**src/rtl/alu_pkg.sv**
```systemverilog
// Shared ALU function codes, issue-stage state encoding and op classification
// helpers, reused by the ALU decode and writeback stages.
package alu_pkg;

  localparam logic [11:0] FUNCT_ADD = 12'h020;
  localparam logic [11:0] FUNCT_SUB = 12'h022;
  localparam logic [11:0] FUNCT_MUL = 12'h018;
  localparam logic [11:0] FUNCT_DIV = 12'h01A;
  localparam logic [11:0] FUNCT_REM = 12'h01B;

  typedef enum logic [1:0] {
    IDLE = 2'd0,
    EXEC = 2'd1,
    WAIT = 2'd2,
    DONE = 2'd3
  } state_e;

  function automatic logic is_single_cycle(input logic [11:0] funct);
    return (funct == FUNCT_ADD) || (funct == FUNCT_SUB);
  endfunction

  function automatic logic is_multicycle(input logic [11:0] funct);
    return (funct == FUNCT_MUL) || (funct == FUNCT_DIV) || (funct == FUNCT_REM);
  endfunction

endpackage

```
**src/rtl/alu_issue_timer.sv**
```systemverilog
// Loadable up-counter that raises tc_o once it has counted TIMEOUT cycles
// (value TIMEOUT-1); it saturates there so it never wraps back to zero.
module alu_issue_timer #(
  parameter int TIMEOUT = 64
) (
  input  logic clk_i,
  input  logic rst_ni,
  input  logic load_i,
  input  logic en_i,
  output logic tc_o
);

  localparam int CNT_W = (TIMEOUT > 1) ? $clog2(TIMEOUT) : 1;
  localparam logic [CNT_W-1:0] TC_VAL = CNT_W'(TIMEOUT - 1);

  logic [CNT_W-1:0] cnt_q, cnt_d;

  assign tc_o = (cnt_q == TC_VAL);

  always_comb begin
    cnt_d = cnt_q;
    if (load_i) begin
      cnt_d = '0;
    end else if (en_i && !tc_o) begin
      cnt_d = cnt_q + CNT_W'(1);
    end
  end

  always_ff @(posedge clk_i or negedge rst_ni) begin
    if (!rst_ni) begin
      cnt_q <= '0;
    end else begin
      cnt_q <= cnt_d;
    end
  end

endmodule

```
**src/rtl/alu_issue.sv**
```systemverilog
// Issue stage in front of the ALU: one operation in flight, operands held on
// the ALU inputs, multi-cycle ops started and awaited, result offered to writeback.
//
// Handshakes: a transfer happens on a rising edge where valid and ready are both 1.
// The producer keeps valid and its payload stable until that edge; ready may be
// driven independently of valid.
module alu_issue
  import alu_pkg::*;
#(
  parameter int TIMEOUT = 64,
  parameter int TAG_W   = 5
) (
  input  logic             clk,
  input  logic             reset,
  input  logic             in_valid,
  output logic             in_ready,
  input  logic [11:0]      in_funct,
  input  logic [31:0]      in_a,
  input  logic [31:0]      in_b,
  input  logic [TAG_W-1:0] in_tag,
  output logic [11:0]      alu_funct,
  output logic [31:0]      alu_a,
  output logic [31:0]      alu_b,
  output logic             alu_start,
  input  logic [31:0]      alu_c,
  input  logic             alu_ready,
  output logic             out_valid,
  input  logic             out_ready,
  output logic [31:0]      out_data,
  output logic [TAG_W-1:0] out_tag,
  output logic             out_err,
  output state_e           dbg_state_o
);

  state_e           state_q, state_d;
  logic [11:0]      funct_q, funct_d;
  logic [31:0]      a_q, a_d;
  logic [31:0]      b_q, b_d;
  logic [TAG_W-1:0] tag_q, tag_d;
  logic [31:0]      data_q, data_d;
  logic             err_q, err_d;
  logic             start;
  logic             tmr_load;
  logic             tmr_en;
  logic             tmr_tc;

  alu_issue_timer #(.TIMEOUT(TIMEOUT)) u_timer (
    .clk_i  (clk),
    .rst_ni (reset),
    .load_i (tmr_load),
    .en_i   (tmr_en),
    .tc_o   (tmr_tc)
  );

  always_comb begin
    state_d  = state_q;
    funct_d  = funct_q;
    a_d      = a_q;
    b_d      = b_q;
    tag_d    = tag_q;
    data_d   = data_q;
    err_d    = err_q;
    start    = 1'b0;
    tmr_load = 1'b0;
    tmr_en   = 1'b0;
    unique case (state_q)
      IDLE: begin
        if (in_valid) begin
          funct_d = in_funct;
          a_d     = in_a;
          b_d     = in_b;
          tag_d   = in_tag;
          state_d = EXEC;
        end
      end
      EXEC: begin
        if (is_single_cycle(funct_q)) begin
          data_d  = alu_c;
          err_d   = 1'b0;
          state_d = DONE;
        end else if (!is_multicycle(funct_q)) begin
          data_d  = 32'h0;
          err_d   = 1'b1;
          state_d = DONE;
        end else if ((funct_q != FUNCT_MUL) && (b_q == 32'h0)) begin
          // Divide by zero never reaches the divider; report RISC-V style values.
          data_d  = (funct_q == FUNCT_DIV) ? 32'hFFFF_FFFF : a_q;
          err_d   = 1'b1;
          state_d = DONE;
        end else begin
          start    = 1'b1;
          tmr_load = 1'b1;
          state_d  = WAIT;
        end
      end
      WAIT: begin
        tmr_en = 1'b1;
        if (alu_ready) begin
          data_d  = alu_c;
          err_d   = 1'b0;
          state_d = DONE;
        end else if (tmr_tc) begin
          data_d  = 32'h0;
          err_d   = 1'b1;
          state_d = DONE;
        end
      end
      DONE: begin
        if (out_ready) begin
          state_d = IDLE;
        end
      end
      default: state_d = IDLE;
    endcase
  end

  always_ff @(posedge clk or negedge reset) begin
    if (!reset) begin
      state_q <= IDLE;
      funct_q <= '0;
      a_q     <= '0;
      b_q     <= '0;
      tag_q   <= '0;
      data_q  <= '0;
      err_q   <= 1'b0;
    end else begin
      state_q <= state_d;
      funct_q <= funct_d;
      a_q     <= a_d;
      b_q     <= b_d;
      tag_q   <= tag_d;
      data_q  <= data_d;
      err_q   <= err_d;
    end
  end

  assign in_ready    = (state_q == IDLE);
  assign out_valid   = (state_q == DONE);
  assign alu_start   = start;
  assign alu_funct   = funct_q;
  assign alu_a       = a_q;
  assign alu_b       = b_q;
  assign out_data    = data_q;
  assign out_tag     = tag_q;
  assign out_err     = err_q;
  assign dbg_state_o = state_q;

endmodule

```
**config.mk**
```make
export PLATFORM = sky130hd
export DESIGN_NAME = alu_issue
export DESIGN_NICKNAME = d
export VERILOG_FILES = /design/src/rtl/alu_pkg.sv /design/src/rtl/alu_issue_timer.sv /design/src/rtl/alu_issue.sv
export SDC_FILE = /design/constraint.sdc
export NUM_CORES = 1
export LEC_CHECK = 0
export ABC_AREA = 1
export CORE_MARGIN = 1.5
export CORE_UTILIZATION = 44
export DETAILED_ROUTE_END_ITERATION = 8
export GPL_ROUTABILITY_DRIVEN = 0
export PLACE_DENSITY = 0.79
export SYNTH_ARGS = -nofsm -noshare
export SYNTH_HDL_FRONTEND = slang
export SYNTH_SLANG_ARGS = --single-unit
```
**constraint.sdc**
```tcl
create_clock -name clk -period 2 [get_ports clk]
set_input_delay 0.2 -clock clk [delete_from_list [all_inputs] [get_ports clk]]
set_output_delay 0.2 -clock clk [all_outputs]
set_load 0.02 [all_outputs]
```
# Yosys cells after proc, flatten, opt, wreduce, memory -nomap -nowiden
# Cells that the tools add are included.
classes:
  reduce_logical: 13
  eq_ne: 14
  muxes: 28
  n_addsub: 1
ops:
  columns: ["cell", "n"]
  rows:
  - ["two-way mux 32 bit", 6]
  - ["one-hot mux 32 bit (2 select lines)", 1]
  - ["== test 12 x 5 -> 1 bit, second input constant", 3]
  - ["zero test 32 bit", 1]
  - ["== test 12 x 6 -> 1 bit, second input constant", 2]
  - ["two-way mux 1 bit", 13]
  - ["two-way mux 6 bit", 2]
  - ["inequality test 12 x 5 -> 1 bit, second input constant", 1]
  - ["two-way mux 2 bit", 4]
  - ["one-hot mux 2 bit (4 select lines)", 1]
  - ["adder 6 x 1 -> 6 bit, second input constant", 1]
  - ["== test 6 bit, second input constant", 1]
  - ["AND reduction 3 bit", 2]
  - ["== test 2 bit, second input constant", 2]
  - ["inequality test 4 bit, second input constant", 1]
  - ["nonzero test 2 bit", 2]
  - ["logical OR 1 bit", 3]
  - ["inequality test 3 x 2 -> 1 bit, second input constant", 1]
  - ["== test 2 x 1 -> 1 bit, second input constant", 1]
  - ["logical AND 1 bit", 2]
  - ["zero test 2 bit", 1]
  - ["inequality test 2 x 1 -> 1 bit, second input constant", 1]
  - ["inequality test 2 bit, second input constant", 1]
  - ["one-hot mux 1 bit (2 select lines)", 1]
  - ["2 further kinds", 2]
word_totals:
  word_cells: 64
  in_bits: 118
  reg_bits: 122
  output_inout_bits: 119

# Logic depth before layout (Yosys ltp)
# Gate-level depths: netlist (run 1).
depth:
  ltp_word: 7
  depth_mapped: 13
  mapped_depth_nobuf: 11

# By module
# Synthesis (run 1) repeated with hierarchy kept, for this count alone.
unflattened:
  cells_unflattened: 681
  hier_area_um2: 6070.8
modules_own_cells:
  columns: ["module", "seq_area_each_um2", "instances", "area_each_um2", "cells_per_inst"]
  rows:
  - ["alu_issue", 2902.8, 1, 5671.7, 628]
  - ["alu_issue_timer", 150.1, 1, 399.1, 53]

# Least setup slack after synthesis (run 1)
# Ideal clock, no wire load.
synth_timing:
  kind: "flip-flop to flip-flop"
  from: "register state_q[0], in the netlist dbg_state_o[0]"
  to: "register a_q[10], in the netlist alu_a[10]"
  setup_slack_ns: 0.019
  required_ns: 1.867
  stages_incl_launch_ff: 8
  setup_ns: 0.133
  t_arrival_ns: 1.848
  period_less_slack_ns: 1.981
  n_path_buf: 3
  path_cell_list: "dfrtp_1 -> inv_1 -> ha_1 -> nand2_1 -> clkbuf_1 -> buf_2 -> buf_1 -> a21oi_1"
synth_via:
  elab_chain_len: 2
synth_lines:
  columns: ["element", "line_no", "source"]
  rows:
  - ["start, declared", "alu_issue.sv:35", "state_e state_q, state_d;"]
  - ["start signal, assigned", "alu_issue.sv:127", "state_q <= state_d;"]
  - ["zero test 2 bit", null, null]
  - ["via in_ready", "alu_issue.sv:16", "output logic in_ready,"]
  - ["AND reduction 2 bit (no source line)", null, null]
  - ["end signal, assigned", "alu_issue.sv:121", "a_q <= '0;"]
  - ["end signal, assigned", "alu_issue.sv:129", "a_q <= a_d;"]
  - ["end, declared", "alu_issue.sv:37", "logic [31:0] a_q, a_d;"]
# The timed path passes the listed nets, and every way through them passes these cells.
# A chain may end at the register's enable or synchronous reset.

# Final worst setup path (run 1)
layout_timing:
  from: "register u_timer.cnt_q[0]"
  to: "register data_q[22], in the netlist out_data[22]"
layout_via:
  elab_chain_len: 3
layout_lines:
  columns: ["element", "line_no", "source"]
  rows:
  - ["start, declared", "alu_issue_timer.sv:16", "logic [CNT_W-1:0] cnt_q, cnt_d;"]
  - ["start signal, assigned", "alu_issue_timer.sv:33", "cnt_q <= cnt_d;"]
  - ["== test 6 bit", "alu_issue_timer.sv:18", "assign tc_o = (cnt_q == TC_VAL);"]
  - ["inequality test 3 x 2 -> 1 bit (no source line)", null, null]
  - ["AND reduction 3 bit (no source line)", null, null]
  - ["end signal, assigned", "alu_issue.sv:132", "data_q <= data_d;"]
  - ["end, declared", "alu_issue.sv:40", "logic [31:0] data_q, data_d;"]
# Every way passes these cells.

==> report_table.html, run 1 <==
<table>
<tr><th>Metric</th><th>Value</th></tr>
<tr><th colspan="2">Floorplan</th></tr>
<tr><td>Starting density of the core</td><td>44.7%</td></tr>
<tr><td>Count of pins on the block boundary</td><td>237</td></tr>
<tr><td>Full die area</td><td>14100 um2</td></tr>
<tr><td>Site row count</td><td>42</td></tr>
<tr><td>Die Span Y</td><td>119 um</td></tr>
<tr><td>Core area</td><td>13100 um2</td></tr>
<tr><td>Die width</td><td>119 um</td></tr>
<tr><th colspan="2">Power</th></tr>
<tr><td>Psw</td><td>6.07 mW</td></tr>
<tr><td>Worst-case vdd ir drop</td><td>1.23 mV</td></tr>
<tr><td>Comb power frac</td><td>51.0%</td></tr>
<tr><td>Share of total power consumed by net switching</td><td>39.9%</td></tr>
<tr><td>Total power per unit cell area</td><td>1660 nW/um2</td></tr>
<tr><td>Register share of total power</td><td>29.0%</td></tr>
<tr><td>Proportion of power drawn by the clock network</td><td>20.0%</td></tr>
<tr><td>Leakage power summed over all cells</td><td>4.35 nW</td></tr>
<tr><td>Int Pwr</td><td>9.15 mW</td></tr>
<tr><th colspan="2">STA</th></tr>
<tr><td>Hold violation count in the final report</td><td>0</td></tr>
<tr><td>RSZ-0062 raised after global routing</td><td>true</td></tr>
<tr><td>Portion of the clock cycle consumed by the worst path in the final layout</td><td>95.2%</td></tr>
<tr><td>Worst-case clock skew</td><td>0.00759 ns</td></tr>
<tr><td>Clock period minus final worst setup slack</td><td>1.90 ns</td></tr>
<tr><td>Max_slew headroom</td><td>63.3%</td></tr>
<tr><td>Slew of the pin with the lowest slew margin</td><td>0.551 ns</td></tr>
<tr><td>Slack of the critical path</td><td>0.0962 ns</td></tr>
<tr><td>Count of final max-slew check failures</td><td>0</td></tr>
<tr><td>Endpoints failing setup</td><td>0</td></tr>
<tr><td>Highest attainable clock frequency</td><td>525 MHz</td></tr>
<tr><th colspan="2">Global routing</th></tr>
<tr><td>Global-route wire length before repair</td><td>27.8 mm</td></tr>
<tr><td>Pin count of the biggest net entering global routing</td><td>50</td></tr>
<tr><td>Number of global-route vias before repair</td><td>5455</td></tr>
<tr><td>Global router's overall resource usage</td><td>25.4%</td></tr>
<tr><td>Total congestion overflow</td><td>0</td></tr>
<tr><td>Antenna violations before repair</td><td>0</td></tr>
<tr><th colspan="2">Yosys</th></tr>
<tr><td>Part of the Yosys area used for sequential elements</td><td>52.0%</td></tr>
<tr><td>Register bit total from synthesis</td><td>122</td></tr>
<tr><td>Most used DFF post-synth</td><td>dfrtp_1</td></tr>
<tr><td>Most frequent cell after synthesis</td><td>nand2_1</td></tr>
<tr><td>Biggest area contributors in the synthesized netlist</td><td>dfrtp_1 (52%), nand2_1 (11%), mux2_2 (8.2%), a21oi_1 (5.7%), nand3_1 (4.7%)</td></tr>
<tr><td>Cell types with the highest counts after synthesis</td><td>nand2_1 (179), dfrtp_1 (122), a21oi_1 (67)</td></tr>
<tr><td>Synth cell types</td><td>34</td></tr>
<tr><td>Synthesized netlist net count</td><td>804</td></tr>
<tr><td>Post-synth top area cell</td><td>dfrtp_1</td></tr>
<tr><td>Yosys warning total</td><td>0</td></tr>
<tr><td>Post-synth top area share</td><td>52.0%</td></tr>
<tr><td>Synthesized area per cell</td><td>8.62 um2</td></tr>
<tr><td>Number of synthesized flops with an enable pin</td><td>0</td></tr>
<tr><td>Post-synth design cell area</td><td>5870 um2</td></tr>
<tr><td>Synthesized instance count</td><td>681</td></tr>
<tr><td>Synth async-reset ratio</td><td>100%</td></tr>
<tr><th colspan="2">Finish</th></tr>
<tr><td>Register area</td><td>3050 um2</td></tr>
<tr><td>Layout cells sized above 1</td><td>14.2%</td></tr>
<tr><td>FILL cells</td><td>1061</td></tr>
<tr><td>Number of nets at the end of the flow</td><td>1047</td></tr>
<tr><td>Post-route cell area</td><td>9190 um2</td></tr>
<tr><td>Total area of multi-input combinational cells</td><td>2450 um2</td></tr>
<tr><td>Antenna fix cells</td><td>0</td></tr>
<tr><td>Area overhead of the layout relative to synthesis</td><td>56.5%</td></tr>
<tr><th colspan="2">Route</th></tr>
<tr><td>Total number of vias</td><td>5501</td></tr>
<tr><td>DR iter-0 viols</td><td>333</td></tr>
<tr><td>Wire length per cell</td><td>15.5 um</td></tr>
<tr><td>Vias per Instance</td><td>4.94</td></tr>
<tr><td>Antenna-violating nets left</td><td>0</td></tr>
<tr><td>Number of detailed-routing iterations run before antenna repair</td><td>5</td></tr>
<tr><td>Drt total wl</td><td>17.2 mm</td></tr>
<tr><td>DRC violation count after routing</td><td>0</td></tr>
<tr><th colspan="2">Placed design</th></tr>
<tr><td>Final HPWL from detailed placement</td><td>12.7 mm</td></tr>
<tr><td>Number of input and output port buffers inserted</td><td>236</td></tr>
<tr><td>Worst setup slack after placement</td><td>0.00312 ns</td></tr>
<tr><td>Cell area after placement</td><td>8510 um2</td></tr>
<tr><th colspan="2">Clocking</th></tr>
<tr><td>Clock root buffer master</td><td>clkbuf_16</td></tr>
<tr><td>Clock latency reported for the late side of the worst-skew pair</td><td>0.42 ns</td></tr>
<tr><td>TritonCTS clock tree</td><td>done</td></tr>
<tr><td>Clock-pin slew on the worst setup and hold paths</td><td>0.05 ns</td></tr>
<tr><td>Count of clock tree sinks</td><td>122</td></tr>
<tr><td>Maximum level of the CTS H-tree</td><td>4</td></tr>
<tr><td>CTS max path bufs</td><td>2</td></tr>
<tr><td>Number of CTS-inserted buffers</td><td>17</td></tr>
<tr><th colspan="2">Critical path</th></tr>
<tr><td>Setup crit end kind</td><td>flop</td></tr>
<tr><td>Sum of buffers and inverters on the critical path</td><td>2</td></tr>
<tr><td>Crit-path cells</td><td>ha_1 &gt; nand2_1 &gt; nor2_2 &gt; a21oi_4 &gt; inv_2 &gt; or2_1 &gt; nand2_2 &gt; inv_8 &gt; nand2_4 &gt; nand2_1 &gt; nand2_1</td></tr>
<tr><td>Crit path kind</td><td>flop to flop</td></tr>
<tr><td>Cell with the biggest individual delay on the critical path</td><td>dfrtp_1</td></tr>
<tr><td>Critical-path maximum fanout</td><td>35</td></tr>
<tr><td>Setup slack of the worst register-to-register path</td><td>0.1 ns</td></tr>
<tr><td>Critical path arrival</td><td>2.25 ns</td></tr>
<tr><td>Family with the most delay on the worst path</td><td>simple AND/OR/NAND/NOR gates</td></tr>
<tr><td>CP Launch Type</td><td>flop</td></tr>
<tr><td>Most numerous cell on the critical path</td><td>nand2_1</td></tr>
<tr><td>Slowest stage delay, CP</td><td>0.40 ns</td></tr>
<tr><td>Worst path required time</td><td>2.35 ns</td></tr>
<tr><th colspan="2">Job</th></tr>
<tr><td>Maximum capacitance violations</td><td>0</td></tr>
<tr><th colspan="2">Status</th></tr>
<tr><td>Outcome</td><td>complete, no violations</td></tr>
<tr><th colspan="2">Worst hold path</th></tr>
<tr><td>Hold Path Class</td><td>primary input to async pin</td></tr>
</table>
## logic make-up (layout without fill, tap and decap cells)
kind of cell / count (synthesis) / after routing / synth area share (%)
and+or+nand+nor: 336 / 337 / 24.6
muxes: 43 / 43 / 8.24
adders and majority gates: 5 / 5 / 1.07
DFF: 122 / 122 / 52.0
AOI/OAI and AO/OA: 77 / 77 / 6.90
buffers and inverters: 98 / 353 / 7.24
## cell type report
| type | count | share of cell area, % |
|---|---|---|
| Clock buffer | 25 | 5.50 |
| Clock inverter | 7 | 0.953 |
| Inverter | 58 | 2.45 |
| Multi-Input combinational cell | 462 | 26.6 |
| Sequential cell | 122 | 33.2 |
| Tap cell | 176 | 2.40 |
| Timing Repair Buffer | 263 | 28.9 |
## stage by stage
step                      TNS, ns  total power, mW  util (%)  instances  hold WS [ns]
after floorplan                 0             8.67         -        681       -0.0956
after global placement          0             11.9      64.8       1075         0.224
after detailed placement        0             12.0      64.8       1075         0.228
after CTS                       0             15.2      69.4       1108         0.325
after global routing       -0.442             16.2      70.0       1113         0.364
final                           0             15.2      70.0       1113         0.334
## sequential cells by signal, summed over array words and instances (netlist names)
name	flops
alu_b	32
dbg_state_o	2
alu_funct	12
alu_a	32
u_timer.cnt_q	6
out_data	32
out_err	1
out_tag	5
## per-layer routing
layer  global-route usage (%)  part of all wire, %  vias to the layer above
li1                         -                    -                     2683
met1                     30.9                   41                     2573
met2                     41.5                   48                      211
met3                     8.78                  8.0                       34
met4                     10.5                  2.5                        0
met5                        0                    0                        -
## power groups by stage
stage          Combinational, mW  Clock, mW  Sequential (mW)
2_1_floorplan               3.01          0             5.65
3_3_place_gp                7.48          0             4.39
3_5_place_dp                7.59          0             4.42
4_1_cts                     7.65       3.11             4.40
5_1_grt                     8.37       3.25             4.56
6_report                    7.77       3.04             4.41
## placed cells by master (no fill, tap or decap), types with 4 or more instances in the layout
cell type,netlist,routed
a21oi_1,67,67
buf_12,0,7
buf_4,2,19
clkbuf_16,0,17
clkbuf_8,0,5
clkdlybuf4s50_1,0,233
clkinv_2,0,4
dfrtp_1,122,122
ha_1,5,5
inv_1,54,54
mux2_2,43,43
nand2_1,179,176
nand2_2,11,13
nand3_1,55,55
nand3b_1,4,4
nand4_1,11,11
nor2_1,66,59
nor2_2,1,8
o21ai_0,4,4
## repair_timing
item | CTS | global route
endpoints found under the setup margin | 12 | 34
cloned | 0 | 1
resized for setup | 8 | 13
hold endpoints to repair | 38 | 0
hold buffers | 1 | 0
pin swaps | 0 | 6
buffers inserted | 0 | 4
## path summary, 6_finish.rpt
check	start	depth (start not counted)	to
worst max-delay path	u_timer.cnt_q[0]	11	out_data[22]
worst min-delay path	reset	2	out_data[4]
worst max register to register	u_timer.cnt_q[0]	11	out_data[22]
worst min register to register	out_data[12]	2	out_data[12]
max in group asynchronous	reset	3	dbg_state_o[1]
min in group clk	in_a[22]	3	alu_a[22]
Power figures use the tool's default switching activity.
==> run 2: changes to the inputs <==
- SLEW_MARGIN: default -> 20
==> results of run 2 <==
Same layout as run 1: the final DEF is identical, and so are final timing and power.
==> run 3: changes to the inputs <==
- GPL_TIMING_DRIVEN: default -> 0
==> report_table.html, run 3 (synthesis gave the netlist of run 1 again) <==
<table>
<tr><th>Metric</th><th>Value</th></tr>
<tr><th colspan="2">Status</th></tr>
<tr><td>Outcome</td><td>complete, no violations</td></tr>
<tr><th colspan="2">Critical path</th></tr>
<tr><td>Worst path required time</td><td>1.80 ns</td></tr>
<tr><td>CP Launch Type</td><td>flop</td></tr>
<tr><td>Crit-path cells</td><td>buf_4 &gt; ha_1 &gt; clkdlybuf4s50_1</td></tr>
<tr><td>Critical-path maximum fanout</td><td>5</td></tr>
<tr><td>Setup crit end kind</td><td>output port</td></tr>
<tr><td>Critical path arrival</td><td>1.74 ns</td></tr>
<tr><td>Cell with the biggest individual delay on the critical path</td><td>clkdlybuf4s50_1</td></tr>
<tr><td>R2r endpoint</td><td>out_data[2]</td></tr>
<tr><td>Crit path kind</td><td>flop to output port</td></tr>
<tr><td>Worst R2R Start</td><td>dbg_state_o[0]</td></tr>
<tr><td>FF-to-FF path depth</td><td>13</td></tr>
<tr><td>Slowest stage delay, CP</td><td>0.54 ns</td></tr>
<tr><td>Setup slack of the worst register-to-register path</td><td>0.11 ns</td></tr>
<tr><th colspan="2">STA</th></tr>
<tr><td>TNS Setup</td><td>0 ns</td></tr>
<tr><td>Hold violation count in the final report</td><td>0</td></tr>
<tr><td>Highest attainable clock frequency</td><td>515 MHz</td></tr>
<tr><td>Slack of the critical path</td><td>0.0566 ns</td></tr>
<tr><td>Slew of the pin with the lowest slew margin</td><td>0.578 ns</td></tr>
<tr><td>Final Hold Slack</td><td>0.278 ns</td></tr>
<tr><td>Endpoints failing setup</td><td>0</td></tr>
<tr><td>Worst-case clock skew</td><td>0.00658 ns</td></tr>
<tr><td>Portion of the clock cycle consumed by the worst path in the final layout</td><td>97.2%</td></tr>
<tr><td>Count of final max-slew check failures</td><td>0</td></tr>
<tr><td>Clock period minus final worst setup slack</td><td>1.94 ns</td></tr>
<tr><td>RSZ-0062 raised after global routing</td><td>true</td></tr>
<tr><td>Max_slew headroom</td><td>61.5%</td></tr>
<tr><th colspan="2">Power</th></tr>
<tr><td>Comb power frac</td><td>51.4%</td></tr>
<tr><td>Pwr Total</td><td>15.5 mW</td></tr>
<tr><td>Total power per unit cell area</td><td>1670 nW/um2</td></tr>
<tr><td>Psw</td><td>6.19 mW</td></tr>
<tr><td>Share of total power consumed by net switching</td><td>40.0%</td></tr>
<tr><td>Register share of total power</td><td>28.5%</td></tr>
<tr><td>Worst-case vdd ir drop</td><td>1.05 mV</td></tr>
<tr><td>Leakage power summed over all cells</td><td>4.38 nW</td></tr>
<tr><td>Int Pwr</td><td>9.29 mW</td></tr>
<tr><td>Proportion of power drawn by the clock network</td><td>20.1%</td></tr>
<tr><th colspan="2">Placed design</th></tr>
<tr><td>Number of placed cells counting well taps</td><td>1094</td></tr>
<tr><td>Cell area after placement</td><td>8480 um2</td></tr>
<tr><td>Worst setup slack after placement</td><td>-0.468 ns</td></tr>
<tr><td>Number of input and output port buffers inserted</td><td>236</td></tr>
<tr><td>Final HPWL from detailed placement</td><td>13.3 mm</td></tr>
<tr><th colspan="2">Floorplan</th></tr>
<tr><td>Full die area</td><td>14100 um2</td></tr>
<tr><td>Site row count</td><td>42</td></tr>
<tr><td>Starting density of the core</td><td>44.7%</td></tr>
<tr><td>Die Span Y</td><td>119 um</td></tr>
<tr><td>Core area</td><td>13100 um2</td></tr>
<tr><td>Count of pins on the block boundary</td><td>237</td></tr>
<tr><td>Die width</td><td>119 um</td></tr>
<tr><th colspan="2">Finish</th></tr>
<tr><td>Post-route cell area</td><td>9280 um2</td></tr>
<tr><td>Antenna fix cells</td><td>0</td></tr>
<tr><td>Area overhead of the layout relative to synthesis</td><td>58.0%</td></tr>
<tr><td>Number of nets at the end of the flow</td><td>1072</td></tr>
<tr><td>Final cell count without fillers</td><td>1138</td></tr>
<tr><td>Layout Utilization</td><td>70.6%</td></tr>
<tr><td>Commonest cells after routing, fill and taps aside</td><td>clkdlybuf4s50_1 (233), nand2_1 (177), dfrtp_1 (121)</td></tr>
<tr><td>Most common cell after layout, fill and taps aside</td><td>clkdlybuf4s50_1</td></tr>
<tr><td>Layout cells sized above 1</td><td>15.9%</td></tr>
<tr><th colspan="2">Route</th></tr>
<tr><td>WL met3</td><td>1.44 mm</td></tr>
<tr><td>Met1 routed wirelength after detailed routing</td><td>7.17 mm</td></tr>
<tr><td>Wire length per cell</td><td>15.5 um</td></tr>
<tr><td>Wire length on met2</td><td>8.56 mm</td></tr>
<tr><td>Number of detailed-routing iterations run before antenna repair</td><td>5</td></tr>
<tr><td>Total number of vias</td><td>5571</td></tr>
<tr><td>Antenna-violating nets left</td><td>0</td></tr>
<tr><td>DRC violation count after routing</td><td>0</td></tr>
<tr><td>DR iter-0 viols</td><td>290</td></tr>
<tr><td>Drt total wl</td><td>17.7 mm</td></tr>
<tr><td>Highest routed metal layer</td><td>met4</td></tr>
<tr><td>Vias per Instance</td><td>4.90</td></tr>
<tr><th colspan="2">Global routing</th></tr>
<tr><td>Antenna violations before repair</td><td>0</td></tr>
<tr><td>Global router's overall resource usage</td><td>26.0%</td></tr>
<tr><td>Number of global-route vias before repair</td><td>5578</td></tr>
<tr><td>Total congestion overflow</td><td>0</td></tr>
<tr><td>Pin count of the biggest net entering global routing</td><td>79</td></tr>
<tr><td>Global-route wire length before repair</td><td>28.3 mm</td></tr>
<tr><th colspan="2">Job</th></tr>
<tr><td>Maximum capacitance violations</td><td>0</td></tr>
<tr><th colspan="2">Clocking</th></tr>
<tr><td>Clock latency reported for the late side of the worst-skew pair</td><td>0.42 ns</td></tr>
<tr><td>CTS max path bufs</td><td>2</td></tr>
<tr><td>Clock root buffer master</td><td>clkbuf_16</td></tr>
<tr><td>Maximum level of the CTS H-tree</td><td>4</td></tr>
<tr><td>TritonCTS clock tree</td><td>done</td></tr>
<tr><td>Clock-pin slew on the worst setup and hold paths</td><td>0.05 ns</td></tr>
<tr><td>Number of CTS-inserted buffers</td><td>17</td></tr>
<tr><td>Count of clock tree sinks</td><td>122</td></tr>
<tr><th colspan="2">Worst hold path</th></tr>
<tr><td>Hold Path Class</td><td>primary input to async pin</td></tr>
</table>
-- run 3: cell types whose count changed in the layout (fill, tap and decap cells not counted), moves of 3 or more --
| cell | change |
|---|---|
| buf_6 | +8 |
| clkinvlp_4 | +5 |
| inv_2 | +3 |
| clkbuf_2 | +3 |
| clkbuf_1 | +9 |
| buf_2 | +12 |
| buf_12 | -7 |
| inv_1 | -4 |
| buf_4 | -6 |
-- run 3: layout make-up --
| type | count | area (um2) |
|---|---|---|
| fill | 1029 | 3860 |
| sequential | 122 | 3050 |
| timing repair buffer | 250 | 2490 |
| multi-input combinational | 461 | 2440 |
| clock buffer | 22 | 494 |
| buffer | 39 | 244 |
| inverter | 58 | 221 |
| tap | 176 | 220 |
| clock inverter | 10 | 115 |
-- run 3: worst max path at each step --
stage / startpoint / endpoint / slack (ns) / depth (start not counted)
finish: dbg_state_o[0] / out_valid / 0.06 / 3
global placement: reset / alu_b[24] / -4.11 / 1
global route: alu_funct[7] / out_data[18] / -0.001 / 11
detailed placement: dbg_state_o[0] / alu_funct[4] / -0.47 / 7
floorplan: dbg_state_o[0] / alu_a[10] / 0.02 / 7
CTS: alu_funct[10] / alu_start / -0.03 / 9
-- run 3: power groups by stage --
stage	clock [mW]	combinational [mW]	sequential [mW]
3_3_place_gp	0	7.58	4.40
3_5_place_dp	0	7.67	4.44
4_1_cts	3.16	7.81	4.42
5_1_grt	3.26	8.56	4.57
2_1_floorplan	0	3.01	5.65
6_report	3.11	7.95	4.42
-- run 3: what timing repair did --
action | in CTS | in global routing
buffers inserted | 6 | 6
pin swaps | 2 | 11
resized for setup | 21 | 26
endpoints found under the setup margin | 102 | 63
endpoints found under the hold margin | 44 | 0
hold buffers | 1 | 0
-- run 3: layer usage --
metal,global-route usage (%),vias up
met5,0,-
met1,31.4,2583
met4,10.5,0
met3,7.96,33
li1,-,2719
met2,43.4,236
-- run 3: worst max-delay path, delay by kind of cell (launching register included) --
family	cells	cell delay, ns
flip-flops	1	0.43
adder cells (fa/ha/maj)	1	0.21
buffers and inverters	2	0.69
